[config.mk]
export PLATFORM = sky130hd
export DESIGN_NAME = uart_pixel_collector
export DESIGN_NICKNAME = d
export VERILOG_FILES = /design/src/rtl/sift_pkg.sv /design/src/rtl/idle_timer.sv /design/src/rtl/uart_pixel_collector.sv
export SDC_FILE = /design/constraint.sdc
export NUM_CORES = 1
export LEC_CHECK = 0
export ABC_AREA = 1
export BUFFER_PORTS_ARGS = -buffer_cell sky130_fd_sc_hd__buf_2
export CORE_ASPECT_RATIO = 0.75
export CORE_MARGIN = 4
export CORE_UTILIZATION = 45
export CTS_CLUSTER_DIAMETER = 60
export CTS_CLUSTER_SIZE = 24
export DETAILED_ROUTE_END_ITERATION = 8
export GPL_TIMING_DRIVEN = 0
export PLACE_DENSITY = 0.7
export SLEW_MARGIN = 25
export SYNTH_ARGS = -nofsm -noshare
export SYNTH_HDL_FRONTEND = slang
export SYNTH_SLANG_ARGS = --single-unit
[constraint.sdc]
create_clock -name clk_in -period 1.7 [get_ports clk_in]
set_input_delay 0.17 -clock clk_in [delete_from_list [all_inputs] [get_ports clk_in]]
set_output_delay 0.17 -clock clk_in [all_outputs]
set_load 0.01 [all_outputs]
[src/rtl/sift_pkg.sv]
// Shared types and default frame geometry for the UART pixel collector.
package sift_pkg;

  typedef enum logic {
    COLLECT = 1'b0,
    DONE    = 1'b1
  } coll_state_t;

  localparam int DEF_BIT_DEPTH      = 8;
  localparam int DEF_WIDTH          = 64;
  localparam int DEF_HEIGHT         = 64;
  localparam int DEF_TIMEOUT_CYCLES = 50000;

endpackage

[src/rtl/idle_timer.sv]
// Idle-gap counter: expire is asserted combinationally on the last idle cycle
// of a TIMEOUT_CYCLES-long gap with no clear while run is high.
module idle_timer
  import sift_pkg::*;
#(
  parameter int TIMEOUT_CYCLES = DEF_TIMEOUT_CYCLES
) (
  input  logic clk,
  input  logic rst_n,
  input  logic run,
  input  logic clear,
  output logic expire
);

  localparam int CW = $clog2(TIMEOUT_CYCLES + 1);

  logic [CW-1:0] count;

  assign expire = run && !clear && (count == CW'(TIMEOUT_CYCLES - 1));

  always_ff @(posedge clk or negedge rst_n) begin
    if (!rst_n) begin
      count <= '0;
    end else if (!run || clear || expire) begin
      count <= '0;
    end else begin
      count <= count + CW'(1);
    end
  end

endmodule

[src/rtl/uart_pixel_collector.sv]
// Collects UART bytes into a raster-ordered pixel stream with x/y/addr tags.
// Define COLLECT_TIMEOUT_EN to abort partial frames after an idle gap.
module uart_pixel_collector
  import sift_pkg::*;
#(
  parameter int BIT_DEPTH      = DEF_BIT_DEPTH,
  parameter int WIDTH          = DEF_WIDTH,
  parameter int HEIGHT         = DEF_HEIGHT,
  parameter int TIMEOUT_CYCLES = DEF_TIMEOUT_CYCLES
) (
  input  logic                              clk_in,
  input  logic                              rst_n_in,
  input  logic [BIT_DEPTH-1:0]              data_in,
  input  logic                              data_valid_in,
  input  logic                              rearm_in,
  output logic [BIT_DEPTH-1:0]              data_out,
  output logic [$clog2(WIDTH)-1:0]          data_x_out,
  output logic [$clog2(HEIGHT)-1:0]         data_y_out,
  output logic [$clog2(WIDTH*HEIGHT)-1:0]   data_addr_out,
  output logic                              data_valid_out,
  output logic                              busy_out,
  output logic                              done_out,
  output logic                              timeout_out
);

  localparam int XW = $clog2(WIDTH);
  localparam int YW = $clog2(HEIGHT);
  localparam int AW = $clog2(WIDTH * HEIGHT);

  if (WIDTH < 2 || HEIGHT < 2 || TIMEOUT_CYCLES < 1) begin : g_bad_params
    $error("uart_pixel_collector: WIDTH/HEIGHT must be >= 2, TIMEOUT_CYCLES >= 1");
  end

  coll_state_t   state;
  logic [XW-1:0] x;
  logic [YW-1:0] y;
  logic [AW-1:0] addr;
  logic          accept;
  logic          last_col;
  logic          last_pixel;
  logic          expire;

  // Rearm outranks an incoming byte; bytes are ignored once the frame is done.
  assign accept     = data_valid_in && !rearm_in && (state == COLLECT);
  assign last_col   = (x == XW'(WIDTH - 1));
  assign last_pixel = last_col && (y == YW'(HEIGHT - 1));
  // A true multiply keeps the address right for non-power-of-two widths.
  assign addr       = AW'(y) * AW'(WIDTH) + AW'(x);

`ifdef COLLECT_TIMEOUT_EN
  idle_timer #(
    .TIMEOUT_CYCLES(TIMEOUT_CYCLES)
  ) u_idle_timer (
    .clk   (clk_in),
    .rst_n (rst_n_in),
    .run   (busy_out),
    .clear (accept || rearm_in),
    .expire(expire)
  );

  always_ff @(posedge clk_in or negedge rst_n_in) begin
    if (!rst_n_in) begin
      timeout_out <= 1'b0;
    end else begin
      timeout_out <= expire;
    end
  end
`else
  assign expire      = 1'b0;
  assign timeout_out = 1'b0;
`endif

  // NOTE: state is updated only with non-blocking assignments so every
  // right-hand side sees the pre-edge value, regardless of statement order.
  always_ff @(posedge clk_in or negedge rst_n_in) begin
    if (!rst_n_in) begin
      state          <= COLLECT;
      x              <= '0;
      y              <= '0;
      data_out       <= '0;
      data_x_out     <= '0;
      data_y_out     <= '0;
      data_addr_out  <= '0;
      data_valid_out <= 1'b0;
      busy_out       <= 1'b0;
      done_out       <= 1'b0;
    end else begin
      data_valid_out <= 1'b0;
      if (rearm_in) begin
        state    <= COLLECT;
        x        <= '0;
        y        <= '0;
        busy_out <= 1'b0;
        done_out <= 1'b0;
      end else if (accept) begin
        data_out       <= data_in;
        data_x_out     <= x;
        data_y_out     <= y;
        data_addr_out  <= addr;
        data_valid_out <= 1'b1;
        if (last_pixel) begin
          state    <= DONE;
          done_out <= 1'b1;
          busy_out <= 1'b0;
        end else begin
          busy_out <= 1'b1;
          if (last_col) begin
            x <= '0;
            y <= y + YW'(1);
          end else begin
            x <= x + XW'(1);
          end
        end
      end else if (expire) begin
        x        <= '0;
        y        <= '0;
        busy_out <= 1'b0;
      end
    end
  end

endmodule
After elaboration in Yosys (flattened, before gate mapping)
Index checks and enable logic that the tools add are counted.

Add/subtract/negate cells: 3. Bitwise logic cells: 2. Reductions and logical operators: 11. $lt $le $gt $ge: 0. Muxes and demuxes: 16. Div/mod/pow operators: 0. Multipliers: 0. Shift operators: 0. Eq/ne operators: 3.

Operators by type and width (number): $mux 6 (8); $add 12x6->12 (1); $add 6x1->6 const B (2); $eq 6x6->1 const B (2); $mux 1 (8); $reduce_and 2->1 (3); $reduce_bool 2->1 (3); $logic_and 1x1->1 (3); $reduce_and 3->1 (1); $ne 2x2->1 const B (1); $not 1->1 (2); $logic_not 1->1 (1).

Bits in read-only memories: 0. Output and inout port bits: 36. Bits in latches: 0. RAM bits: 0. Input bits: 12. Bits in registers: 47. Memories: 0.

Depth between registers and ports, before layout
Depth in word-level cells: 5. Mapped depth: 8.

Worst setup path before layout
No wires, ideal clock.

Kind: flip-flop to flip-flop. Start: reg y[0]. End: reg busy_out. Path slack: 385 ps. Buffers on the path: 0. Stages on the path, launching flop included: 8. Library setup time: 63 ps. Data arrival time: 1252 ps. Period minus slack after synthesis: 1315 ps. Path through: dfrtp_1 ha_1 nand3_1 nor2_1 nand2_2 nor2_1 or2_2 inv_1.

Word-level cells in the longest chain between the ends: 5.

Ends and longest elaborated chain: start, declared (line uart_pixel_collector.sv:36) `logic [YW-1:0] y;`; start signal, assigned (line uart_pixel_collector.sv:109) `y <= y + YW'(1);`; $eq 6x6->1 (line uart_pixel_collector.sv:46) `assign last_pixel = last_col && (y == YW'(HEIGHT - 1));`; $logic_and 1x1->1 (line uart_pixel_collector.sv:46); $mux 1 (line uart_pixel_collector.sv:101) `if (last_pixel) begin`; $mux 1 (line uart_pixel_collector.sv:95) `end else if (accept) begin`; $mux 1 (line uart_pixel_collector.sv:89) `if (rearm_in) begin`; end signal, assigned (line uart_pixel_collector.sv:93) `busy_out <= 1'b0;`; end signal, assigned (line uart_pixel_collector.sv:104) `busy_out <= 1'b0;`; end signal, assigned (line uart_pixel_collector.sv:106) `busy_out <= 1'b1;`; end, declared (line uart_pixel_collector.sv:21) `output logic busy_out,`.

No other way between the ends. The select of a mux whose other input is x is not followed. A chain may end at the register's enable or synchronous reset.

Worst setup path after layout
Start: reg y[0]. End: reg x[3].

Word-level cells in the longest chain between the ends: 4.

Ends and longest elaborated chain: $eq 6x6->1 (line uart_pixel_collector.sv:46); $logic_and 1x1->1 (line uart_pixel_collector.sv:46); $ne 2x2->1 (no line); $reduce_and 2->1 (no line); end signal, assigned (line uart_pixel_collector.sv:111) `x <= x + XW'(1);`; end, declared (line uart_pixel_collector.sv:35) `logic [XW-1:0] x;`.

No other way between the ends.

==> summary.md <==
| Metric | Value |
|---|---|
| Worst-skew pair later-pin latency | `0.29 ns` |
| CP Class | `reg2reg` |
| Slew margin rel. | `0.5028` |
| CTS H-tree lvls | `2` |
| Port Buffers | `45` |
| Leak | `0.001244 uW` |
| Maximum clock path buffer count | `2` |
| Core Box Area | `3732 sq um` |
| CP startpoint | `y[0]` |
| Largest net degree at the start of global routing | `36` |
| Yosys reg bits | `35` |
| Netlist Area Pre-Place | `1780 sq um` |
| YS warnings | `0` |
| Fin nets | `279` |
| R2R Setup Slk | `0.26 ns` |
| Post-synth EDFFs | `0` |
| Final Hold Viols | `0` |
| Layout cells sized above 1 | `0.3308` |
| Initial core utilization | `0.4770` |
| Arrival @ worst endpoint | `1.62 ns` |
| Yosys cell types | `29` |
| Post-DP Area | `2071 sq um` |
| Synthesized area per cell | `8.398 sq um` |
| Vias per cell | `4.597` |
| Clock slew at reported path FFs | `0.07 ns` |
| I/O pin count | `48` |
| Sink Count | `35` |
| Root Buffer Master | `clkbuf_8` |
| Die area | `5037 sq um` |
| CP Max Fanout | `7` |
| Fill count | `362` |
| Status | `complete, no violations` |
| Final slew viol count | `0` |
| DR pass1 iterations | `5` |
| Vias in the first global route | `1310` |
| Minimum clock period | `1.444 ns` |
| Min-Delay Path Class | `in2reg` |
| Fin crit share | `0.8494` |
| CP endpoint | `x[3]` |
| Net Count, Synth | `226` |
| N_diodes | `0` |
| Post-DRT Antenna Nets | `0` |
| Actual slew at the worst max-slew pin | `0.7458 ns` |
| Routed WL per cell | `11.10 microns` |
| GRT overflow | `0` |
| VDD IR-drop max | `0.4785 mV` |
| Setup Skew | `0.005434 ns` |
| Initial antenna violation count | `0` |
| Global-route wire length before repair | `6099 microns` |
| Die X | `80.63 microns` |
| WP data required | `1.88 ns` |
| PwrDens | `797.0 nW/um^2` |
| Register area | `875.8 sq um` |
| Post-route design area | `2166 sq um` |
| WL final | `3529 microns` |
| Setup repair bufs after CTS | `0` |
| Post-Route Setup TNS | `0 ns` |
| FFs w/ async S/R, synth | `1.000` |
| Max Fclk | `692.5 MHz` |
| DP Wirelength | `2616 microns` |
| Synth Flop Type | `dfrtp_1` |
| Footprint of the multi-input gates | `705.7 sq um` |
| Register area share after synthesis | `0.4919` |
| Area growth from synthesis to layout | `21.64%` |
| Final Setup Violations | `0` |
| Chip Height | `62.48 microns` |
| RD Place Congestion | `0.7797` |
| Number of CTS-inserted buffers | `5` |
| Worst Setup End Kind | `flip-flop` |
| DR iter-0 viols | `54` |
| Reg2reg path depth | `8` |
| GRT Overall Usage | `0.1535` |
| Total number of vias | `1462` |
| CP startpoint kind | `flip-flop` |
| Unrepaired setup endpoints after global routing | `false` |
| Hold Slack | `0.07354 ns` |
| R2R Path Start | `y[0]` |
| Reg-to-Reg End | `x[3]` |
| Max_cap viols | `0` |
| Row cnt | `19` |
| DR DRC count | `0` |
| Synth Instances | `212` |
| CTS tree | `done` |
==> critical path: stages, from the launching register on <==
cell and delay (ns):
dfrtp_1 0.44, ha_1 0.22, nand3_1 0.14, nor2_1 0.16
nand2_2 0.09, nand2_4 0.11, nand2_2 0.07, nand2_1 0.07
nand2_1 0.05
==> state kept, by name, summed over array words and instances, names as in the netlist <==
| name | flops |
|---|---|
| y | 6 |
| state | 1 |
| x | 6 |
| data_addr_out | 1 |
| data_x_out | 5 |
| data_valid_out | 1 |
| data_y_out | 6 |
| busy_out | 1 |
| data_out | 8 |
==> cell families after synthesis <==
group	share of synthesized area
xor+xnor	0.009840
compound gates	0.04779
other cells	0.002106
fa+ha+maj	0.01405
buf+inv	0.1117
simple gates	0.3226
flops	0.4919
==> timing repair <==
action | CTS | global route
hold buffers | 1 | 0
endpoints found under the hold margin | 35 | 0
gates resized for setup | 0 | 0
==> area by class of cell <==
type                    count  area share
inverters                  15     0.02715
well taps                  52     0.03004
flip-flops and latches     35      0.4044
clock buffers               6     0.03351
multi-input cells         144      0.3258
plain buffers              18     0.06470
repair buffers             46      0.1086
clock inverters             2    0.005777
==> cell usage after synthesis, types with 2 or more instances <==
cell type	count	area (sq um)
ha_1	2	25.02
inv_1	12	45.04
nand3_1	15	75.07
nand2_1	85	319.1
nand2_2	3	18.77
o21ai_2	6	52.55
nor2_4	2	22.52
dfrtp_1	35	875.8
buf_6	2	22.52
nor2_1	13	48.80
nand4_1	2	12.51
buf_4	15	112.6
o21ai_0	4	20.02
==> per-layer routing <==
metal / global-route usage / vias up / part of all wire
li1: - / 749 / -
met1: 0.2233 / 665 / 0.50
met2: 0.2138 / 44 / 0.40
met3: 0.05331 / 4 / 0.092
met4: 0.04430 / 0 / 0.010
met5: 0 / - / 0
==> how the worst min path moves through the flow <==
stage	startpoint	to	slack, ns	cells past startpoint
floorplan	rst_n_in	busy_out	-0.13	0
global placement	rst_n_in	data_out[2]	0.29	1
detailed placement	rst_n_in	data_y_out[1]	0.29	1
CTS	data_in[5]	data_out[5]	0.07	3
global route	data_in[4]	data_out[4]	0.07	3
finish	data_in[1]	data_out[1]	0.07	3
==> report_power, final <==
group	internal, uW	switching, uW
Combinational	93.1	131
Clock	286	308
Sequential	877	30.6
==> metrics by stage <==
step | power (uW) | utilization | instances | setup slack [ns]
CTS | 1744 | 0.5803 | 318 | 0.2460
global route | 1814 | 0.5803 | 318 | 0.09979
floorplan | 1053 | - | 212 | 0.3845
global placement | 1146 | 0.5548 | 309 | 0.2698
finish | 1726 | 0.5803 | 318 | 0.2559
detailed placement | 1150 | 0.5548 | 309 | 0.2601
==> placed cells by master, fill, tap and decap left out, types with 3 or more instances in the layout <==
cell type and count:
nand3_1 15, inv_1 12, nor2_1 13, o21ai_2 6
buf_2 46, dfrtp_1 35, buf_4 15, nand2_1 85
clkbuf_8 5, o21ai_0 4, nand2_2 3
No activity file was read; power rests on OpenSTA's default activity.
